$ cat config.mk
export PLATFORM = sky130hd
export DESIGN_NAME = tlb_n_entry_flat
export DESIGN_NICKNAME = d
export VERILOG_FILES = /design/src/rtl/tlb_n_entry_pkg.sv /design/src/rtl/tlb_n_entry_if.sv /design/src/rtl/tlb_match_enc.sv /design/src/rtl/tlb_n_entry.sv /design/src/flat_wrapper.sv
export SDC_FILE = /design/constraint.sdc
export NUM_CORES = 1
export LEC_CHECK = 0
export BUFFER_PORTS_ARGS = -buffer_cell sky130_fd_sc_hd__buf_4
export CAP_MARGIN = 0
export CELL_PAD_IN_SITES_DETAIL_PLACEMENT = 2
export CELL_PAD_IN_SITES_GLOBAL_PLACEMENT = 2
export CORE_MARGIN = 5
export CORE_UTILIZATION = 35
export DETAILED_ROUTE_END_ITERATION = 12
export PLACE_DENSITY_LB_ADDON = 0.1
export SLEW_MARGIN = 20
export SYNTH_ARGS = -nofsm -noshare
export SYNTH_HDL_FRONTEND = slang
export SYNTH_HIERARCHICAL = 1
export SYNTH_SLANG_ARGS = --single-unit
$ cat constraint.sdc
create_clock -name clk -period 5.11 [get_ports clk]
set_clock_uncertainty 0.2 [all_clocks]
set_input_delay 0.511 -clock clk [delete_from_list [all_inputs] [get_ports clk]]
set_output_delay 0.511 -clock clk [all_outputs]
set_load 0.02 [all_outputs]
$ cat src/rtl/tlb_n_entry_pkg.sv
// Shared types and helpers for the N-entry TLB.
// The per-entry record holds the valid and global flags.
package tlb_n_entry_pkg;

  localparam int unsigned ENTRIES_DEF = 8;
  localparam int unsigned VPN_W_DEF   = 20;
  localparam int unsigned PTE_W_DEF   = 24;
  localparam int unsigned ASID_W_DEF  = 8;

  // Tag, ASID and PTE payloads live in separately sized arrays in the top.
  typedef struct packed {
    logic valid;
    logic glb;
  } tlb_entry_flags_t;

  function automatic int unsigned tlb_clog2(input int unsigned n);
    int unsigned r;
    r = 0;
    for (int unsigned i = 0; i < 32; i++) begin
      if ((32'd1 << i) < n) r = i + 1;
    end
    return r;
  endfunction

endpackage

$ cat src/rtl/tlb_n_entry_if.sv
// Command, lookup and probe bus of the N-entry TLB.
interface tlb_n_entry_if
  import tlb_n_entry_pkg::*;
#(
  parameter int unsigned ENTRIES = ENTRIES_DEF,
  parameter int unsigned VPN_W   = VPN_W_DEF,
  parameter int unsigned PTE_W   = PTE_W_DEF,
  parameter int unsigned ASID_W  = ASID_W_DEF
);
  localparam int unsigned IW = tlb_clog2(ENTRIES);

  logic              tlbwi;
  logic              tlbwr;
  logic              tlbp;
  logic              tlbinv;
  logic [IW-1:0]     index;
  logic [VPN_W-1:0]  vpn;
  logic [ASID_W-1:0] asid;
  logic [PTE_W-1:0]  pte_in;
  logic [PTE_W-1:0]  pte_out;
  logic              tlb_hit;
  logic              multi_hit;
  logic [IW-1:0]     probe_index;
  logic              probe_miss;
  logic [IW-1:0]     random;

  modport master (
    output tlbwi, tlbwr, tlbp, tlbinv, index, vpn, asid, pte_in,
    input  pte_out, tlb_hit, multi_hit, probe_index, probe_miss, random
  );

  modport slave (
    input  tlbwi, tlbwr, tlbp, tlbinv, index, vpn, asid, pte_in,
    output pte_out, tlb_hit, multi_hit, probe_index, probe_miss, random
  );

endinterface

$ cat src/rtl/tlb_match_enc.sv
// Reduces a per-entry match vector to lowest matching index, any and multiple.
module tlb_match_enc
  import tlb_n_entry_pkg::*;
#(
  parameter int unsigned N = ENTRIES_DEF
) (
  input  logic [N-1:0]                match_i,
  output logic [tlb_clog2(N)-1:0]     lowest_idx_o,
  output logic                        any_o,
  output logic                        multi_o
);
  localparam int unsigned IW = tlb_clog2(N);

  // Ascending scan; the first hit latches so lower indices take priority.
  always_comb begin
    lowest_idx_o = '0;
    any_o        = 1'b0;
    for (int unsigned i = 0; i < N; i++) begin
      if (match_i[i] && !any_o) begin
        lowest_idx_o = IW'(i);
        any_o        = 1'b1;
      end
    end
  end

  // Clearing the lowest set bit leaves something only if two or more were set.
  assign multi_o = |(match_i & (match_i - N'(1)));

endmodule

$ cat src/rtl/tlb_n_entry.sv
// Fully associative N-entry TLB with indexed/random write, probe and flush.
module tlb_n_entry
  import tlb_n_entry_pkg::*;
#(
  parameter int unsigned ENTRIES = ENTRIES_DEF,
  parameter int unsigned VPN_W   = VPN_W_DEF,
  parameter int unsigned PTE_W   = PTE_W_DEF,
  parameter int unsigned ASID_W  = ASID_W_DEF
) (
  input logic         clk,
  input logic         clrn,
  tlb_n_entry_if.slave bus
);
  localparam int unsigned IW = tlb_clog2(ENTRIES);

  tlb_entry_flags_t  flags_q [ENTRIES];
  logic [VPN_W-1:0]  tag_q   [ENTRIES];
  logic [ASID_W-1:0] asid_q  [ENTRIES];
  logic [PTE_W-1:0]  data_q  [ENTRIES];

  logic [IW-1:0]      random_q, random_d;
  logic [IW-1:0]      probe_index_q, probe_index_d;
  logic               probe_miss_q, probe_miss_d;

  logic [ENTRIES-1:0] match_c;
  logic [IW-1:0]      lowest_idx_c;
  logic               any_c;
  logic               multi_c;

  logic               wr_en_c;
  logic               wr_rand_c;
  logic [IW-1:0]      wr_idx_c;

  // Per-entry tag/ASID compare; global entries ignore the ASID.
  always_comb begin
    match_c = '0;
    for (int unsigned i = 0; i < ENTRIES; i++) begin
      match_c[i] = flags_q[i].valid && (tag_q[i] == bus.vpn) &&
                   (flags_q[i].glb || (asid_q[i] == bus.asid));
    end
  end

  tlb_match_enc #(
    .N (ENTRIES)
  ) u_match_enc (
    .match_i      (match_c),
    .lowest_idx_o (lowest_idx_c),
    .any_o        (any_c),
    .multi_o      (multi_c)
  );

  // Flush beats both writes; indexed write beats random write.
  always_comb begin
    wr_en_c   = !bus.tlbinv && (bus.tlbwi || bus.tlbwr);
    wr_rand_c = !bus.tlbinv && !bus.tlbwi && bus.tlbwr;
    wr_idx_c  = bus.tlbwi ? bus.index : random_q;
  end

  always_comb begin
    random_d      = random_q;
    probe_index_d = probe_index_q;
    probe_miss_d  = probe_miss_q;
    if (wr_rand_c) random_d = random_q + IW'(1);
    if (bus.tlbp) begin
      probe_index_d = lowest_idx_c;
      probe_miss_d  = !any_c;
    end
  end

  always_ff @(posedge clk or negedge clrn) begin
    if (!clrn) begin
      for (int unsigned i = 0; i < ENTRIES; i++) flags_q[i] <= '0;
    end else if (bus.tlbinv) begin
      for (int unsigned i = 0; i < ENTRIES; i++) flags_q[i].valid <= 1'b0;
    end else if (wr_en_c) begin
      flags_q[wr_idx_c] <= '{valid: 1'b1, glb: bus.pte_in[PTE_W-1]};
    end
  end

  // Payload needs no reset: it is only observed through a valid match.
  always_ff @(posedge clk) begin
    if (wr_en_c) begin
      tag_q[wr_idx_c]  <= bus.vpn;
      asid_q[wr_idx_c] <= bus.asid;
      data_q[wr_idx_c] <= bus.pte_in;
    end
  end

  always_ff @(posedge clk or negedge clrn) begin
    if (!clrn) begin
      random_q      <= '0;
      probe_index_q <= '0;
      probe_miss_q  <= 1'b1;
    end else begin
      random_q      <= random_d;
      probe_index_q <= probe_index_d;
      probe_miss_q  <= probe_miss_d;
    end
  end

  assign bus.pte_out     = any_c ? data_q[lowest_idx_c] : '0;
  assign bus.tlb_hit     = any_c;
  assign bus.multi_hit   = multi_c;
  assign bus.probe_index = probe_index_q;
  assign bus.probe_miss  = probe_miss_q;
  assign bus.random      = random_q;

endmodule

$ cat src/flat_wrapper.sv
// flat-port wrapper written by rule: the top's interface ports become plain ports
module tlb_n_entry_flat import tlb_n_entry_pkg::*;
#(
  parameter int unsigned ENTRIES = ENTRIES_DEF,
  parameter int unsigned VPN_W   = VPN_W_DEF,
  parameter int unsigned PTE_W   = PTE_W_DEF,
  parameter int unsigned ASID_W  = ASID_W_DEF
)
  (clk, clrn, bus_tlbwi, bus_tlbwr, bus_tlbp, bus_tlbinv, bus_index, bus_vpn, bus_asid, bus_pte_in, bus_pte_out, bus_tlb_hit, bus_multi_hit, bus_probe_index, bus_probe_miss, bus_random);
  tlb_n_entry_if #(.ENTRIES(ENTRIES), .VPN_W(VPN_W), .PTE_W(PTE_W), .ASID_W(ASID_W)) bus_i ();
  input logic clk;
  input logic clrn;
  input wire logic [$bits(bus_i.tlbwi)-1:0] bus_tlbwi;
  input wire logic [$bits(bus_i.tlbwr)-1:0] bus_tlbwr;
  input wire logic [$bits(bus_i.tlbp)-1:0] bus_tlbp;
  input wire logic [$bits(bus_i.tlbinv)-1:0] bus_tlbinv;
  input wire logic [$bits(bus_i.index)-1:0] bus_index;
  input wire logic [$bits(bus_i.vpn)-1:0] bus_vpn;
  input wire logic [$bits(bus_i.asid)-1:0] bus_asid;
  input wire logic [$bits(bus_i.pte_in)-1:0] bus_pte_in;
  output wire logic [$bits(bus_i.pte_out)-1:0] bus_pte_out;
  output wire logic [$bits(bus_i.tlb_hit)-1:0] bus_tlb_hit;
  output wire logic [$bits(bus_i.multi_hit)-1:0] bus_multi_hit;
  output wire logic [$bits(bus_i.probe_index)-1:0] bus_probe_index;
  output wire logic [$bits(bus_i.probe_miss)-1:0] bus_probe_miss;
  output wire logic [$bits(bus_i.random)-1:0] bus_random;
  assign bus_i.tlbwi = bus_tlbwi;
  assign bus_i.tlbwr = bus_tlbwr;
  assign bus_i.tlbp = bus_tlbp;
  assign bus_i.tlbinv = bus_tlbinv;
  assign bus_i.index = bus_index;
  assign bus_i.vpn = bus_vpn;
  assign bus_i.asid = bus_asid;
  assign bus_i.pte_in = bus_pte_in;
  assign bus_pte_out = bus_i.pte_out;
  assign bus_tlb_hit = bus_i.tlb_hit;
  assign bus_multi_hit = bus_i.multi_hit;
  assign bus_probe_index = bus_i.probe_index;
  assign bus_probe_miss = bus_i.probe_miss;
  assign bus_random = bus_i.random;
  tlb_n_entry #(.ENTRIES(ENTRIES), .VPN_W(VPN_W), .PTE_W(PTE_W), .ASID_W(ASID_W)) u_core (.clk(clk), .clrn(clrn), .bus(bus_i));
endmodule
Word level (Yosys, flattened, before mapping)
Memory sizes are Yosys's and may differ from the RTL's.
Index checks and enable logic that the tools add are counted.
- add/subtract/negate cells: 2
- $lt $le $gt $ge: 2
- eq/ne operators: 16
- muxes and demuxes: 31
- bitwise gates (word level): 3
- reduce and logical (&&, ||, !) cells: 49
- operators with widths (kind ; number):
    $eq 20x20->1 ; 8
    $eq 8x8->1 ; 8
    $logic_and 1x1->1 ; 27
    $mux 24 ; 1
    $mux 3 ; 7
    $mux 1 ; 19
    $bwmux 16 ; 1
    $mux 16 ; 1
    $logic_not 1->1 ; 10
    $logic_or 1x1->1 ; 9
    $and 8x8->8 ; 1
    $reduce_or 8->1 ; 1
    $sub 8x1->8 const B ; 1
    $demux 2 s3 ; 1
    $ge 4x4->1 const B ; 1
    $lt 4x1->1 const B ; 1
    $not 3->4 ; 1
    $add 3x1->3 const B ; 1
    $mux 2 ; 1
    $reduce_and 2->1 ; 1
    $reduce_bool 2->1 ; 1
    $not 1->1 ; 1
- flip-flop bits (word level): 23
- RAM bits: 416
- input bits: 61
- output and inout bits: 33
- logic and storage cells: 125
- memories: 3
- memory list (memory ; depth ; bits a word ; read ports ; clocked after memory_dff ; wr ports ; RTL line ; text):
    u_core.data_q ; 8 ; 24 ; 1 ; 0 ; 1 ; tlb_n_entry.sv:19 ; logic [PTE_W-1:0] data_q [ENTRIES];
    u_core.tag_q ; 8 ; 20 ; 8 ; 0 ; 1 ; tlb_n_entry.sv:17 ; logic [VPN_W-1:0] tag_q [ENTRIES];
    u_core.asid_q ; 8 ; 8 ; 8 ; 0 ; 1 ; tlb_n_entry.sv:18 ; logic [ASID_W-1:0] asid_q [ENTRIES];

Logic depth before layout (Yosys ltp)
Gate-level depths: netlist of the first run.
An unclocked memory read counts as a cell.
- depth after elaboration: 28
- mapped depth: 16
- depth with buffers taken out: 11

By module
Netlist of the first run, hierarchy kept.
- modules (own cells, without submodules) (module ; instances ; cells an instance ; area each (um^2) ; seq. area each (um^2)):
    tlb_n_entry ; 1 ; 948 ; 17725.8 ; 13068.8
    tlb_match_enc ; 1 ; 22 ; 145.1 ; 0.0

Worst setup path before layout of the first run
Ideal clock, no wire load.
- path kind: input-to-output
- start point: input bus_vpn[16]
- end point: output bus_pte_out[14]
- arrival time: 3.559 ns
- data required time: 4.399 ns
- setup slack: 0.840 ns
- cell stages on the path: 14
- buffers on the path: 3
- path through: buf_2 xor2_1 nor4_1 nand4_1 nor3_1 or2b_2 a21oi_1 a2bb2oi_1 o22a_1 buf_6 buf_2 mux4_1 mux2i_1 nor2b_1
- elaborated cells on any way between the ends: 55
- classes of those cells: eq/ne: 8; mux: 16; reduce/logical: 30; memory: 1
- RTL lines (item ; RTL line ; text):
    start: declaration ; flat_wrapper.sv:18 ; input wire logic [$bits(bus_i.vpn)-1:0] bus_vpn;
    $eq 20x20->1 (*) ; tlb_n_entry.sv:38 ; match_c[i] = flags_q[i].valid && (tag_q[i] == bus.vpn) &&
    $logic_and 1x1->1 (*) (2 in series) ; tlb_n_entry.sv:38 ;
    via u_core.match_c[3] ; tlb_n_entry.sv:25 ; logic [ENTRIES-1:0] match_c;
    $logic_and 1x1->1 (*) ; tlb_match_enc.sv:19 ; if (match_i[i] && !any_o) begin
    $mux 1 ; tlb_match_enc.sv:19 ;
    $logic_not 1->1 ; tlb_match_enc.sv:19 ;
    $logic_and 1x1->1 ; tlb_match_enc.sv:19 ;
    $mux 1 ; tlb_match_enc.sv:19 ;
    (+4 left out) ; - ;
    $logic_and 1x1->1 ; tlb_match_enc.sv:19 ;
    $mux 1 ; tlb_match_enc.sv:19 ;
    $logic_not 1->1 ; tlb_match_enc.sv:19 ;
    $logic_and 1x1->1 ; tlb_match_enc.sv:19 ;
    $mux 3 (*) ; tlb_match_enc.sv:19 ;
    via u_core.lowest_idx_c[0] ; tlb_n_entry.sv:26 ; logic [IW-1:0] lowest_idx_c;
    $mem_v2 8x24 (*) ; - ;
    $mux 24 (*) ; tlb_n_entry.sv:101 ; assign bus.pte_out = any_c ? data_q[lowest_idx_c] : '0;
    end: declaration ; flat_wrapper.sv:21 ; output wire logic [$bits(bus_i.pte_out)-1:0] bus_pte_out;
Mark *: on every way through the listed nets, which the timed path passes. The rest lies on a longest branch.

==> reports/results.ini, run 1 <==
[logic_synthesis]
ys_ff_latch=439
yosysWarnings=6
yosysTopAreaCell=edfxtp_1
synth_cell_types=46
netlist.area_leader.share=0.699
syn_nets=1032
ys_top_cells_by_area=edfxtp_1 (70%), xor2_1 (11%), mux4_2 (4.7%)
syn-cell-area_sq_um=17900
synth_async_sr_flop_share=0.0524
yosysSeqAreaShare=0.731
synthFlopType=edfxtp_1
syn_inst=970
syn_avg_cell_area_sq_um=18.4
synth-edff-count=416

[run]
cap_violations=0

[placed_design]
hpwlAfterDp_mm=26.4
placed_area_sq_um=19600
post-place-cells=1731
port_buffers=93
globalplace.congestion=0.695

[outcome]
status=complete, no violations

[pwr]
p_leak_nw=7.30
pwr-share-seq=0.513
ir_drop_v=0.000240
sw_frac_of_total=0.228
switching_power_mw=1.90
power_frac_comb=0.076
p_per_area_nw_per_um2=386
intPower_mw=6.41
clkPwrFrac=0.411

[clock_tree]
htree_levels=2
cts.clk_slew.worst_paths_ns=0.06
clk_path_buf_depth=3
cts_tree=done
root_buffer=clkbuf_16
cts_made_buffers=50
cts.sinks=439
post_cts_buffers=0
clk_latency_ns=0.58

[hold_path]
hold_class=input port to flop

[route]
drt_iter0_markers=483
viasPerCell=4.94
first_pass_iters=6
finalWirelength_mm=44.4
route.detailed.drc=0
wl_per_cell_um=24.1
detail-route-antenna-nets=0
via_count=9117

[floorplan]
rows=82
fp.dieH_um=236
dieWidth_um=236
core_area_sq_um=50400
dieArea_sq_um=55700
initial_utilization=0.355
num_io_pins=94

[timing]
maxSlewHeadroom=0.281
finalCritPeriodShare=0.937
tightest_slew_ns=1.08
setup_viol=0
finalHoldViolations=0
fin_crit_ns=4.79
setup_tns_ns=0
rsz0062_at_grt=false
drv_slew=0
timing.hold.ws_ns=0.0457
fmax_ghz=0.209

[worst_setup_path]
cpPeakStageDelay_ns=0.56
worstPathArrival_ns=4.08
critPathBufInv=2
start_kind=flop
path_class=flop to output port
critPathRequiredTime_ns=4.40
worstSetupEndpointType=output port
cp_cell_sequence=xor2_1 -> nor4_2 -> nand4_1 -> nor3_2 -> or2b_2 -> a21oi_2 -> a2bb2oi_1 -> o22a_4 -> buf_12 -> mux4_1 -> mux2i_1 -> nor2b_1 -> buf_4
slowest_stage=mux4_1
critPathTopFamily=simple AND/OR/NAND/NOR gates
path_max_fanout=18

[grt]
grt_pass1_wl_mm=67.0
grt_max_degree=55
grt.overflow.total=0
antenna_found_initial=1
grt_usage=0.159
grt_pass1_vias=10300

[finish]
fin_cells=1844
antennaDiodeCount=0
nFillCells=4744
layout.nets=1202
final_common_cell=edfxtp_1
layout_common_cells=edfxtp_1 (416), xor2_1 (217), buf_4 (124), clkbuf_16 (53), nor4_1 (46)
final_area_sq_um=21500
drive_above_1_share=0.229
area_growth_pct=20.5
finalCoreUtilization=0.427

==> synth_stat cells, drive strengths merged (7+ instances only) <==
library cell  count
a21oi            10
nor2b            25
dfrtp            22
xor2            217
edfxtp          416
mux2             12
a21o              8
nor2              9
nor4             50
buf              42
nor3             20
nand3             9
inv               7
mux2i            25
nand4             8
mux4             48
xnor2             9
==> metal layers <==
layer / up-vias / part of all wire / global-route usage
met5: - / 0 / 0
met4: 0 / 0.016 / 0.0350
met3: 46 / 0.037 / 0.0320
met2: 152 / 0.49 / 0.264
met1: 4853 / 0.46 / 0.218
li1: 4066 / - / -
==> power groups by stage <==
stage | Clock, mW | Sequential [mW] | Combinational (mW)
2_1_floorplan | 0 | 4.33 | 0.312
3_3_place_gp | 0 | 4.33 | 0.606
3_5_place_dp | 0 | 4.34 | 0.620
4_1_cts | 3.53 | 4.27 | 0.641
5_1_grt | 3.70 | 4.28 | 0.687
6_report | 3.42 | 4.26 | 0.628
==> flip-flops by register name, indices dropped and copies added (netlist names) <==
signal / cells
u_core/bus.random: 3
u_core/bus.probe_miss: 1
u_core/data_q: 192
u_core/asid_q: 64
u_core/flags_q: 16
u_core/bus.probe_index: 3
u_core/tag_q: 160
==> timing repair <==
item,4_1_cts,5_1_grt
hold buffers,28,0
resized for setup,0,6
setup endpoints to repair,0,24
endpoints found under the hold margin,215,0
==> per-stage QoR <==
stage	setup WS (ns)	power, mW
2_1_floorplan	0.840	4.64
3_3_place_gp	0.360	4.93
3_5_place_dp	0.319	4.96
4_1_cts	0.0389	8.44
5_1_grt	0.00384	8.67
6_report	0.322	8.31
==> path summary, 6_finish.rpt <==
check                               startpoint                         to  slack (ns)  depth (start not counted)
max                        u_core/tag_q[3][16]            bus_pte_out[21]        0.32                         13
min                                bus_vpn[14]        u_core/tag_q[2][14]        0.05                          1
max reg2reg                u_core/asid_q[3][1]  u_core/bus.probe_index[0]        1.95                         12
min reg2reg                  u_core/flags_q[3]          u_core/flags_q[3]        0.28                          1
max in group asynchronous                 clrn      u_core/bus.probe_miss        4.21                          2
min in group asynchronous                 clrn       u_core/bus.random[2]        0.19                          2
==> cells by family after synthesis <==
kind of cell | count (synthesis) | synth area share
compound gates | 30 | 0.0118
flops | 439 | 0.731
xor+xnor | 226 | 0.111
fa+ha+maj | 2 | 0.00126
buf+inv | 53 | 0.0161
mux | 85 | 0.0844
simple gates | 135 | 0.0444
==> layout make-up <==
type                            instances  area [sq um]  share of cell area
Clock inverter                         25           194             0.00901
Multi-Input combinational cell        478          4600               0.213
Sequential cell                       439         13100               0.607
Timing Repair Buffer                  164          1460              0.0678
Tap cell                              672           841              0.0390
Clock buffer                           59          1350              0.0626
Inverter                                7          26.3             0.00122
No activity file was read; power rests on OpenSTA's default activity.
==> run 2, diff against run 1 <==
--- a/config.mk
+++ b/config.mk
@@ -5,7 +5,7 @@
 export SDC_FILE = /design/constraint.sdc
 export NUM_CORES = 1
 export LEC_CHECK = 0
-export BUFFER_PORTS_ARGS = -buffer_cell sky130_fd_sc_hd__buf_4
+export BUFFER_PORTS_ARGS = -buffer_cell sky130_fd_sc_hd__buf_2
 export CAP_MARGIN = 0
 export CELL_PAD_IN_SITES_DETAIL_PLACEMENT = 2
 export CELL_PAD_IN_SITES_GLOBAL_PLACEMENT = 2
==> reports/results.ini, run 2 (synthesis results as in run 1) <==
[worst_setup_path]
critPathRequiredTime_ns=4.40  ; about the same
slowest_stage=nor4_1
worstSetupEndpointType=output port
cp_cell_sequence=xor2_1 -> nor4_1 -> nand4_1 -> nor3_1 -> nor2_1 -> a2bb2oi_2 -> o22a_4 -> buf_12 -> buf_12 -> mux4_1 -> mux2i_2 -> nor2b_1 -> buf_2
critPathTopFamily=simple AND/OR/NAND/NOR gates
path_max_fanout=8  ; -10
critPathBufInv=3  ; +1
worstPathArrival_ns=4.19  ; +0.11 ns
start_kind=flop
crit_top_cell=buf_12
cpPeakStageDelay_ns=0.59  ; +0.03 ns
path_class=flop to output port

[placed_design]
globalplace.congestion=0.739  ; +6.3%
dpl_worst_slack_ns=0.173  ; -0.146 ns
hpwlAfterDp_mm=27.4  ; +3.6%
port_buffers=93  ; unchanged

[grt]
grt.overflow.total=0  ; unchanged
grt_max_degree=55  ; unchanged
grt_pass1_wl_mm=67.6  ; +0.89%
grt-busiest-layer=met2
antenna_found_initial=0  ; -1
met3_usage=0.0286  ; -0.00339
grt_usage=0.160  ; +0.000847
grt_pass1_vias=10300  ; -0.32%
use_met2=0.258  ; -0.00638
grtUsageMet1=0.229  ; +0.0106

[pwr]
power_mw=8.35  ; +0.46%
p_per_area_nw_per_um2=386  ; +0.13%
ir_drop_v=0.000257  ; +7.1%
p_leak_nw=7.45  ; +1.9%

[timing]
fmax_ghz=0.204  ; -2.3%
fin_ws_ns=0.207  ; -0.115 ns
finalCritPeriodShare=0.959  ; +0.0224
fin_crit_ns=4.90  ; +0.115 ns
maxSlewHeadroom=0.288  ; +0.00668
finalHoldViolations=0  ; unchanged
drv_slew=0  ; unchanged
setup_viol=0  ; unchanged
rsz0062_at_grt=false
setup_tns_ns=0  ; unchanged
tightest_slew_ns=1.07  ; -0.00747 ns

[route]
drt_iter0_markers=565  ; +17%
finalWirelength_mm=44.9  ; +1.1%
first_pass_iters=4  ; -2
route.detailed.drc=0  ; unchanged
via_count=9308  ; +2.1%
wl_per_cell_um=23.8  ; -1.0%
detail-route-antenna-nets=0  ; unchanged
viasPerCell=4.94  ; about the same

[clock_tree]
cts_made_buffers=50  ; unchanged
root_buffer=clkbuf_16
cts_tree=done
clk_latency_ns=0.57  ; about the same
htree_levels=2  ; unchanged
clk_path_buf_depth=3  ; unchanged
cts.clk_slew.worst_paths_ns=0.06  ; about the same
cts.sinks=439  ; unchanged

[floorplan]
dieArea_sq_um=55700  ; unchanged
initial_utilization=0.355  ; unchanged
core_area_sq_um=50400  ; unchanged
fp.dieH_um=236  ; unchanged
dieWidth_um=236  ; unchanged
rows=82  ; unchanged
num_io_pins=94  ; unchanged

[run]
cap_violations=0  ; unchanged

[finish]
drive_above_1_share=0.250  ; +0.0217
area_growth_pct=20.9
layout_common_cells=edfxtp_1 (416), xor2_1 (217), buf_2 (93), buf_4 (66), clkbuf_16 (54)
biggestRegsByFlops=u_core/data_q: 192 flops, u_core/tag_q: 160 flops, u_core/asid_q: 64 flops
largest_register=u_core/data_q
layout.nets=1236  ; +2.8%
finalCoreUtilization=0.429  ; +0.00142
largest_reg_flops=192  ; unchanged
final_common_cell=edfxtp_1

[hold_path]
hold_class=input port to flop

[outcome]
status=complete, no violations

run 2: cell count changes in the layout (fill, tap and decap cells not counted), moves of 4 or more:
cell / previous run / this run
dlygate4sd3_1: 28 / 24
clkinv_2: 11 / 6
clkbuf_1: 6 / 16
buf_4: 124 / 66
buf_2: 0 / 93
run 2: through the flow:
step                      area (sq um)  hold WS (ns)  std cells
after floorplan                  17900        0.0154        970
after global placement           19600         0.254       1761
after detailed placement         19700         0.265       1762
after CTS                        21500       0.00516       1874
after global routing             21600        0.0194       1882
final                            21600        0.0406       1883
run 2: path summary, 6_finish.rpt:
path	startpoint	endpoint	slack (ns)	depth (start not counted)
worst min register to register	u_core/bus.probe_miss	u_core/bus.probe_miss	0.28	2
worst max register to register	u_core/tag_q[4][14]	u_core/bus.probe_index[1]	1.79	11
max in group asynchronous	clrn	u_core/flags_q[15]	3.95	2
worst min-delay path	bus_pte_in[13]	u_core/data_q[0][13]	0.04	1
worst max-delay path	u_core/tag_q[4][14]	bus_pte_out[19]	0.21	13
min in group asynchronous	clrn	u_core/bus.probe_index[0]	0.31	2
run 2: cell type report:
cell class | count | area [sq um]
Sequential cell | 439 | 13100
Multi-Input combinational cell | 478 | 4590
Antenna cell | 1 | 2.50
Clock buffer | 72 | 1430
Clock inverter | 16 | 150
Inverter | 7 | 26.3
Tap cell | 672 | 841
Timing Repair Buffer | 198 | 1500
Fill cell | 4716 | 28800
run 2: timing repair:
item / CTS / global route
hold endpoints to repair: 183 / 0
pin swaps: 0 / 3
hold buffers: 24 / 0
cloned: 0 / 1
gates resized for setup: 1 / 5
buffers inserted: 0 / 7
setup endpoints to repair: 1 / 20
run 2: report_power, final:
part | leakage, nW | switching, mW | internal (mW)
Combinational | 2.62 | 0.410 | 0.215
Clock | 0.769 | 1.38 | 2.08
Sequential | 4.06 | 0.0884 | 4.17
run 2: worst reg2reg max path, stage by stage, from the launching register on:
cell,delay [ns]
edfxtp_1,0.39
xor2_1,0.15
nor4_1,0.59
nand4_1,0.33
nor3_1,0.38
buf_4,0.21
nor3_1,0.06
nor3_1,0.18
nor3_2,0.10
buf_12,0.18
buf_12,0.17
mux2_2,0.26
run 2: routing by layer:
metal  part of all wire  wire length, um
met5                  0                0
met4              0.017              762
met3              0.034             1540
met2               0.48            21400
met1               0.47            21200
==> run 3, diff against run 2 <==
--- a/config.mk
+++ b/config.mk
@@ -5,13 +5,13 @@
 export SDC_FILE = /design/constraint.sdc
 export NUM_CORES = 1
 export LEC_CHECK = 0
-export BUFFER_PORTS_ARGS = -buffer_cell sky130_fd_sc_hd__buf_2
 export CAP_MARGIN = 0
 export CELL_PAD_IN_SITES_DETAIL_PLACEMENT = 2
 export CELL_PAD_IN_SITES_GLOBAL_PLACEMENT = 2
 export CORE_MARGIN = 5
 export CORE_UTILIZATION = 35
 export DETAILED_ROUTE_END_ITERATION = 12
+export DONT_BUFFER_PORTS = 1
 export PLACE_DENSITY_LB_ADDON = 0.1
 export SLEW_MARGIN = 20
 export SYNTH_ARGS = -nofsm -noshare
==> reports/results.ini, run 3 (synthesis results as in run 1) <==
[outcome]
status=complete, no violations

[clock_tree]
root_buffer=clkbuf_16
cts.sinks=439  ; unchanged
cts_tree=done
clk_latency_ns=0.58  ; about the same
cts_made_buffers=49  ; -2.0%
cts.clk_slew.worst_paths_ns=0.06  ; about the same
htree_levels=2  ; unchanged
clk_path_buf_depth=3  ; unchanged

[finish]
final_common_cell=edfxtp_1
area_growth_pct=17.7
biggestRegsByFlops=u_core/data_q: 192 flops, u_core/tag_q: 160 flops, u_core/asid_q: 64 flops
drive_above_1_share=0.159  ; -0.0915
largest_register=u_core/data_q
layout.nets=1139  ; -7.8%
finalCoreUtilization=0.417  ; -0.0115
layout_common_cells=edfxtp_1 (416), xor2_1 (217), dlygate4sd3_1 (56), clkbuf_16 (51), nor4_1 (44)
largest_reg_flops=192  ; unchanged

[pwr]
intPower_mw=6.24  ; -3.5%
pwr-share-seq=0.528  ; +0.017
p_leak_nw=6.94  ; -6.7%
sw_frac_of_total=0.230  ; +0.00466
power_frac_comb=0.066  ; -0.009
clkPwrFrac=0.406  ; -0.008
p_per_area_nw_per_um2=385  ; -0.23%
switching_power_mw=1.86  ; -0.90%
ir_drop_v=0.000231  ; -10%

[grt]
grt_max_degree=55  ; unchanged
grtUsageMet1=0.250  ; +0.0206
use_met2=0.282  ; +0.0244
grt.overflow.total=0  ; unchanged
grt_pass1_vias=10100  ; -1.4%
met3_usage=0.0289  ; +0.000234
antenna_found_initial=4  ; +4
grt_pass1_wl_mm=71.8  ; +6.2%
grt-busiest-layer=met2
grt_usage=0.174  ; +0.0144

[timing]
rsz0062_at_grt=false
drv_slew=0  ; unchanged
maxSlewHeadroom=0.289  ; +0.00119
setup_tns_ns=0  ; unchanged
finalCritPeriodShare=0.956  ; -0.00343
fin_ws_ns=0.225  ; +0.0175 ns
tightest_slew_ns=1.06  ; -0.00431 ns
fin_crit_ns=4.89  ; -0.0175 ns
finalHoldViolations=0  ; unchanged
setup_viol=0  ; unchanged
fmax_ghz=0.205  ; +0.36%

[run]
cap_violations=0  ; unchanged

[worst_setup_path]
worstSetupEndpointType=output port
path_class=flop to output port
cp_cell_sequence=xor2_1 -> nor4_1 -> buf_4 -> nand4_1 -> nor3_4 -> buf_4 -> nor2_1 -> nor3_1 -> nor3_1 -> nor3_2 -> buf_12 -> mux4_2 -> mux2i_2 -> nor2b_1
cpPeakStageDelay_ns=0.37  ; -0.22 ns
critPathTopFamily=simple AND/OR/NAND/NOR gates
critPathRequiredTime_ns=4.40  ; about the same
start_kind=flop
path_max_fanout=49  ; +41
worstPathArrival_ns=4.17  ; -0.02 ns
critPathBufInv=3  ; unchanged
slowest_stage=edfxtp_1
r2r_slack_ns=1.85  ; +0.06 ns

[route]
detail-route-antenna-nets=0  ; unchanged
wl_per_cell_um=27.4  ; +15%
finalWirelength_mm=49.0  ; +9.1%
viasPerCell=5.08  ; +2.7%
via_count=9083  ; -2.4%
drt_iter0_markers=552  ; -2.3%
first_pass_iters=5  ; +1
route.detailed.drc=0  ; unchanged

[floorplan]
initial_utilization=0.355  ; unchanged
core_area_sq_um=50400  ; unchanged
num_io_pins=94  ; unchanged
dieArea_sq_um=55700  ; unchanged
rows=82  ; unchanged
fp.dieH_um=236  ; unchanged
dieWidth_um=236  ; unchanged

[placed_design]
port_buffers=0  ; -100%
hpwlAfterDp_mm=25.6  ; -6.5%
dpl_worst_slack_ns=0.211  ; +0.0382 ns
globalplace.congestion=0.695  ; -6.0%

[hold_path]
hold_class=input port to flop

-- run 3: cell count changes in the layout (fill, tap and decap cells not counted), sizes merged, moves of 2 or more --
cell	change
clkinv	+10
clkbuf	-9
bufinv	-2
buf	-127
diode	+2
dlygate4sd3	+32
-- run 3: final cells by class --
| class | instances | area [sq um] |
|---|---|---|
| Antenna cell | 3 | 7.51 |
| Timing Repair Buffer | 102 | 981 |
| Clock buffer | 64 | 1340 |
| Fill cell | 4722 | 29400 |
| Multi-Input combinational cell | 478 | 4630 |
| Tap cell | 672 | 841 |
| Sequential cell | 439 | 13100 |
| Inverter | 7 | 26.3 |
| Clock inverter | 24 | 131 |
-- run 3: power by group through the flow --
stage	clock network [mW]	logic [mW]	registers [mW]
floorplan	0	0.312	4.33
global placement	0	0.421	4.34
detailed placement	0	0.429	4.35
CTS	3.39	0.544	4.28
global route	3.55	0.583	4.30
finish	3.29	0.532	4.28
-- run 3: routing by layer --
layer	vias up	routed length, um
met4	0	827
met5	-	0
li1	3952	-
met3	68	1930
met1	4907	22900
met2	156	23300
-- run 3: repair_timing --
| action | in CTS | in global routing |
|---|---|---|
| endpoints found under the hold margin | 454 | 0 |
| hold buffers | 57 | 0 |
| resized for setup | 7 | 6 |
| buffers inserted | 1 | 2 |
| pin swaps | 2 | 2 |
| endpoints found under the setup margin | 22 | 24 |
-- run 3: worst paths after layout --
check,start,to,depth (start not counted)
max,u_core/tag_q[7][8],bus_pte_out[19],14
min,bus_tlbinv,u_core/flags_q[11],2
max reg2reg,u_core/tag_q[7][8],u_core/bus.probe_index[1],12
min reg2reg,u_core/flags_q[13],u_core/flags_q[13],1
max in group asynchronous,clrn,u_core/bus.probe_miss,2
min in group asynchronous,clrn,u_core/bus.probe_index[2],2
-- run 3: worst register-to-register path, delay by kind of cell, from the launching register on --
kind | cells | cell delay [ns]
xor+xnor | 1 | 0.15
buf+inv | 3 | 0.74
flops | 1 | 0.37
mux | 1 | 0.23
simple gates | 7 | 1.51
-- run 3: through the flow --
| stage | cells | power [mW] | hold WS, ns | area, sq um |
|---|---|---|---|---|
| 3_5_place_dp | 1638 | 4.78 | 0.0163 | 18900 |
| 6_report | 1789 | 8.10 | 0.0720 | 21000 |
| 2_1_floorplan | 970 | 4.64 | 0.0154 | 17900 |
| 5_1_grt | 1787 | 8.43 | 0.0468 | 21000 |
| 4_1_cts | 1784 | 8.21 | 0.0416 | 21000 |
| 3_3_place_gp | 1638 | 4.76 | 0.0164 | 18900 |
